File: src/rtl/bin_para_bcd_serial_pkg.sv
// Shared definitions for the serial binary-to-BCD converter: FSM states,
// correction constants and the parameter legality check.
package bin_para_bcd_serial_pkg;

  typedef enum logic [1:0] {
    OCIOSO  = 2'd0,
    DESLOCA = 2'd1,
    PRONTO  = 2'd2
  } estado_t;

  localparam logic [3:0] LIMIAR_BCD = 4'd5;
  localparam logic [3:0] AJUSTE_BCD = 4'd3;

  // True when n_dig decimal digits can hold the largest n_bits binary value.
  function automatic logic digitos_suficientes(input int n_bits, input int n_dig);
    longint unsigned potencia;
    longint unsigned maximo;
    potencia = 1;
    for (int i = 0; i < n_dig; i++) potencia = potencia * 10;
    maximo = (longint'(1) << n_bits) - 1;
    return potencia > maximo;
  endfunction

endpackage

File: src/rtl/bin_para_bcd_serial_correcao.sv
// Per-digit double-dabble correction: digits of 5 or more get +3 so the
// following left shift carries correctly into the next decimal digit.
module correcao_digito_bcd
  import bin_para_bcd_serial_pkg::*;
(
  input  logic [3:0] digito,
  output logic [3:0] corrigido
);

  // 4-bit wrap is intentional; valid digits never exceed 12 after correction.
  assign corrigido = (digito >= LIMIAR_BCD) ? (digito + AJUSTE_BCD) : digito;

endmodule

File: src/rtl/bin_para_bcd_serial.sv
// Sequential shift-and-add-3 binary-to-BCD converter with start/ready handshake.
// Handshake: inicio is taken only in OCIOSO; ocupado covers the whole conversion
// including the single-cycle pronto pulse, during which saida_bcd is new.
module bin_para_bcd_serial
  import bin_para_bcd_serial_pkg::*;
#(
  parameter int N_BITS = 8,
  parameter int N_DIG  = 3
) (
  input  logic                 clk,
  input  logic                 rst,
  input  logic                 inicio,
  input  logic [N_BITS-1:0]    entrada_bin,
  output logic                 ocupado,
  output logic                 pronto,
  output logic [4*N_DIG-1:0]   saida_bcd
);

  localparam int CNT_W = (N_BITS > 1) ? $clog2(N_BITS) : 1;
  localparam logic [CNT_W-1:0] CNT_ULTIMO = CNT_W'(N_BITS - 1);
  localparam int BCD_W = 4 * N_DIG;

  if (!digitos_suficientes(N_BITS, N_DIG)) begin : g_param_erro
    $error("bin_para_bcd_serial: N_DIG=%0d too small for N_BITS=%0d", N_DIG, N_BITS);
  end

  estado_t              estado;
  logic [N_BITS-1:0]    bin_reg;
  logic [BCD_W-1:0]     bcd_work;
  logic [BCD_W-1:0]     bcd_corr;
  logic [CNT_W-1:0]     cnt;
  logic [BCD_W+N_BITS-1:0] desloc;

  for (genvar d = 0; d < N_DIG; d++) begin : g_dig
    correcao_digito_bcd u_corr (
      .digito    (bcd_work[4*d +: 4]),
      .corrigido (bcd_corr[4*d +: 4])
    );
  end

  // Corrected digits and the binary register shift left as one word; the
  // top bit of the top digit falls off (it is always zero for legal inputs).
  assign desloc = {bcd_corr[BCD_W-2:0], bin_reg, 1'b0};

  always_ff @(posedge clk or posedge rst) begin
    if (rst) begin
      estado    <= OCIOSO;
      ocupado   <= 1'b0;
      pronto    <= 1'b0;
      saida_bcd <= '0;
      bin_reg   <= '0;
      bcd_work  <= '0;
      cnt       <= '0;
    end else begin
      case (estado)
        OCIOSO: begin
          pronto <= 1'b0;
          if (inicio) begin
            bin_reg  <= entrada_bin;
            bcd_work <= '0;
            cnt      <= '0;
            ocupado  <= 1'b1;
            estado   <= DESLOCA;
          end
        end
        DESLOCA: begin
          bcd_work <= desloc[BCD_W+N_BITS-1:N_BITS];
          bin_reg  <= desloc[N_BITS-1:0];
          cnt      <= cnt + CNT_W'(1);
          if (cnt == CNT_ULTIMO) begin
            saida_bcd <= desloc[BCD_W+N_BITS-1:N_BITS];
            pronto    <= 1'b1;
            estado    <= PRONTO;
          end
        end
        PRONTO: begin
          pronto  <= 1'b0;
          ocupado <= 1'b0;
          estado  <= OCIOSO;
        end
        default: begin
          pronto  <= 1'b0;
          ocupado <= 1'b0;
          estado  <= OCIOSO;
        end
      endcase
    end
  end

endmodule

File: config.mk
export PLATFORM = sky130hd
export DESIGN_NAME = bin_para_bcd_serial
export DESIGN_NICKNAME = d
export VERILOG_FILES = /design/src/rtl/bin_para_bcd_serial_pkg.sv /design/src/rtl/bin_para_bcd_serial_correcao.sv /design/src/rtl/bin_para_bcd_serial.sv
export SDC_FILE = /design/constraint.sdc
export NUM_CORES = 1
export LEC_CHECK = 0
export ABC_AREA = 1
export CORE_ASPECT_RATIO = 0.75
export CORE_MARGIN = 3
export CORE_UTILIZATION = 55
export CTS_CLUSTER_DIAMETER = 150
export CTS_CLUSTER_SIZE = 40
export DETAILED_ROUTE_END_ITERATION = 10
export PLACE_DENSITY_LB_ADDON = 0.1
export SLEW_MARGIN = 20
export SYNTH_ARGS = -nofsm -noshare
export SYNTH_HDL_FRONTEND = slang
export SYNTH_HIERARCHICAL = 1
export SYNTH_SLANG_ARGS = --single-unit
File: constraint.sdc
create_clock -name clk -period 3.2 [get_ports clk]
set_input_delay 0.64 -clock clk [delete_from_list [all_inputs] [get_ports clk]]
set_output_delay 0.64 -clock clk [all_outputs]
set_load 0.03 [all_outputs]
# Yosys cells after proc, flatten, opt, wreduce, memory -nomap -nowiden
# Index checks and enable logic that the tools add are counted.
# op_classes
n_bitwise,1
n_reduce_logical,6
addsub,4
muxes,16
magnitude_cmp,3
eq_ne,4
# op_table
op,n
$pmux W12 S2,1
$pmux W8 S2,1
$ge A4 B3 Y1 const B,3
$mux W12,1
$add A4 B2 Y4 const B,2
$mux W4,2
$mux W8,1
$reduce_and A2 Y1,4
$mux W3,2
$pmux W3 S2,1
$mux W2,2
$ne A2 B2 Y1 const B,2
$pmux W2 S2,1
$add A3 B1 Y3 const B,1
$add A3 B2 Y3 const B,1
$eq A3 B3 Y1 const B,1
$mux W1,3
$eq A2 B1 Y1 const B,1
$logic_not A2 Y1,1
$pmux W1 S2,1
$reduce_bool A2 Y1,1
$not A1 Y1,1
# totals
out_inout_bits,14
in_bits,11
word_cells,41
regBits,39

# Depth between registers and ports, before layout
# logic_depth
ltp_word,3
mapped_depth,9
depth_no_buf,9

# Hierarchy
# Netlist, hierarchy kept.
# by_module_without_submodules
module,n_inst,area_per_inst_um2,cells_each,seq_area_each_um2
bin_para_bcd_serial,1,1702.9,197,975.9
correcao_digito_bcd,3,135.1,23,0.0

# Worst setup path after synthesis
# OpenSTA, ideal clock, no wires.
# synth_timing
path_kind,register -> register
startpoint,register cnt[0]
endpoint,register saida_bcd[0]
setup_time_ns,0.117
arrival_ns,1.158
period_less_slack_ns,1.274
required_time_ns,3.083
path_slack_ns,1.926
n_path_buf,1
stages_incl_launch_ff,8
path_cell_list,dfrtp_1 -> ha_1 -> ha_1 -> nand2_4 -> clkinv_2 -> buf_6 -> nand2_1 -> nand2_1
# synth_between
elab_chain_len,2
# synth_lines
item,line,rtl
start: declaration,bin_para_bcd_serial.sv:31,logic [CNT_W-1:0] cnt;
start signal: assignment,bin_para_bcd_serial.sv:69,cnt <= cnt + CNT_W'(1);
$eq A3 B3 Y1,bin_para_bcd_serial.sv:70,if (cnt == CNT_ULTIMO) begin
$reduce_and A2 Y1 (no line),--,
end signal: assignment,bin_para_bcd_serial.sv:71,saida_bcd <= desloc[BCD_W+N_BITS-1:N_BITS];
end: declaration,bin_para_bcd_serial.sv:16,output logic [4*N_DIG-1:0] saida_bcd
# No other way between the ends.
# A chain may end at the register's enable or synchronous reset.

# Final worst setup path
# layout_timing
startpoint,register pronto
endpoint,output port pronto
# layout_rtl
item,line,rtl
start: declaration,bin_para_bcd_serial.sv:15,"output logic pronto,"
start signal: assignment,bin_para_bcd_serial.sv:49,pronto <= 1'b0;
start signal: assignment,bin_para_bcd_serial.sv:57,pronto <= 1'b0;
start signal: assignment,bin_para_bcd_serial.sv:72,pronto <= 1'b1;
# No word-level cell between the ends.

==> metrics.md <==
| Metric | Value |
|---|---|
| Vias in the first global route | between 1500 and 2000 |
| Skew-Pair Late Insertion Delay | 0.30 ns |
| Routed Antenna Nets | 0 |
| Die X-Extent | between 70 and 80 um |
| Most Crowded Layer GR | met2 |
| CP startpoint kind | register |
| Multi-input logic area | 922 um^2 |
| Rel. slew slack | between 60% and 70% |
| Share of layout cells above drive strength 1 | a little under an eighth |
| Avg Inst Size Synth | between 7 and 8 um^2 |
| Critical Path RT | 2.56 ns |
| Overall routing resource usage | 19.5% |
| Slowest CP cell | clkdlybuf4s50_1 |
| Routability cong. | about 0.8 |
| Clk slew on worst S/H paths | ~0.090 ns |
| GR Layer Usage met2 | a little under a third |
| # resized after CTS | 0 |
| CTS Buffer Depth | 2 |
| Row Count | 18 |
| Largest delay share family, worst path | buffers and inverters |
| Clk root buf | clkbuf_8 |
| DR iter-0 viols | between 100 and 150 |
| Grt total ovfl | 0 |
| Core area | 3450 um^2 |
| Nets@finish | around 300 |
| Arrival @ worst endpoint | around 1.3 ns |
| Drt pass-1 iters | 6 |
| Hold Vio Cnt, Final | 0 |
| First-pass GRT wire length | 6980 um |
| Area post-placement | around 2300 um^2 |
| HPWL after detailed placement | 2650 um |
| Initial antenna violation count | 0 |
| Die height | 59.3 um |
| Slew Viols, Final | 0 |
| H-tree depth | 2 |
| Register area | around 1000 um^2 |
| Via density | a little over 5 |
| LEAKAGE | between 0.001 and 0.0015 uW |
| CP bufs+invs | 1 |
| Final min period | approximately 2 ns |
| Period utilization | approximately three fifths |
| Worst slew pin tran | around 0.55 ns |
| CTS tree | yes |
| PortBufs | 24 |
| Number of CTS-inserted buffers | 5 |
| Pwr dens | ~1000 nW/um^2 |
| Hold Crit Class | reg -> reg |
| Final setup fails | 0 |
| Worst R2R Path Depth | 5 |
| Final Instance Area | about 2400 um^2 |
| Hold_buf cts | 0 |
| Boundary Pins | 25 |
| Drt drc | 0 |
| Post-CTS setup buffer count | 0 |
| Routed WL | about 4000 um |
| Met3 Usage GRT | approximately 4.7% |
| Hold depth | 2 |
| CP max FO | 2 |
| VDD IR-drop max | a little over 600 uV |
| Fmax achieved | 0.507 GHz |
| Status | finished, final reports clean |
| WS Path Type | reg -> out |
| Die area | approximately 4600 um^2 |
| MaxCap Viol Count | 0 |
| Grt met1 use | a little over a quarter |
| Number of cells on the critical path | 1 |
| Setup TNS Final | 0 ns |
| Synth Net Count | 280 |
| Area grow syn2layout | 16.9% |
| Fillers | between 200 and 300 |
| Largest net degree at the start of global routing | 40 |
| Warning count from the yosys run | 6 |
| # diodes | 0 |
| Initial Util | ~60% |
| Mapped Area | 2080 um^2 |
| CP cell instances | clkdlybuf4s50_1 |
| Via count | 1712 |
| Clk_skew | 0.0112 ns |
| RSZ-0062 raised after global routing | false |
| Wirelength per Cell | 12.1 um |
| Clock sinks | 39 |
| Crit-path max cell delay | approximately 0.7 ns |
| Synth Instances | 261 |
| CP endpoint kind | primary output |
==> power by group <==
part | total [uW] | switching (uW) | internal [uW]
logic | 1260 | 786 | 471
clock network | 420 | 188 | 232
registers | 869 | 160 | 709
total | 2550 | 1130 | 1410
==> layout make-up <==
class | instances | area share [%]
Timing Repair Buffer | 25 | 10.2
Tap cell | 50 | 2.57
Multi-Input combinational cell | 182 | 37.9
Clock inverter | 3 | 1.80
Inverter | 30 | 4.68
Sequential cell | 39 | 40.1
Clock buffer | 5 | 2.83
==> per-layer routing <==
metal / up-vias / part of all wire, %
met3: 10 / 4.1
met2: 41 / 44
met5: - / 0
met4: 0 / 2.2
li1: 854 / -
met1: 807 / 50
==> cell usage in the layout (no fill, tap or decap) <==
cell             instances
o21ai_2                  3
o21ai_0                  5
ha_1                     8
nand2_1                 96
nand2_4                  1
nand3_1                 38
a21oi_2                  2
nand2_2                  6
clkinv_2                 2
a21oi_1                  1
inv_2                    5
inv_1                   24
o21ai_1                  2
nand4_1                  1
buf_4                    1
dfrtp_1                 39
clkbuf_8                 5
nor2_4                   6
bufinv_16                1
clkdlybuf4s50_1         24
clkinv_4                 1
nor2_8                   1
nor2_1                  12
==> stage by stage <==
step / hold slack (ns) / worst slack (ns) / total power (uW) / std cells / utilization (%)
3_5_place_dp: 0.465 / 1.23 / 2130 / 326 / 67.4
5_1_grt: 0.507 / 1.19 / 2760 / 334 / 70.7
4_1_cts: 0.488 / 1.22 / 2560 / 334 / 70.7
2_1_floorplan: 0.450 / 1.67 / 1830 / 261 / -
3_3_place_gp: 0.463 / 1.25 / 2100 / 326 / 67.4
6_report: 0.481 / 1.23 / 2550 / 334 / 70.7
==> worst paths after layout <==
kind	start	to	slack [ns]
setup / recovery	pronto	pronto	1.23
hold / removal	saida_bcd[6]	saida_bcd[6]	0.48
setup reg to reg	estado[1]	bin_reg[6]	1.61
hold reg to reg	saida_bcd[6]	saida_bcd[6]	0.48
max in group asynchronous	rst	estado[1]	2.09
min in group asynchronous	rst	saida_bcd[11]	0.76
Note: power is estimated with default switching activity, not from simulation.
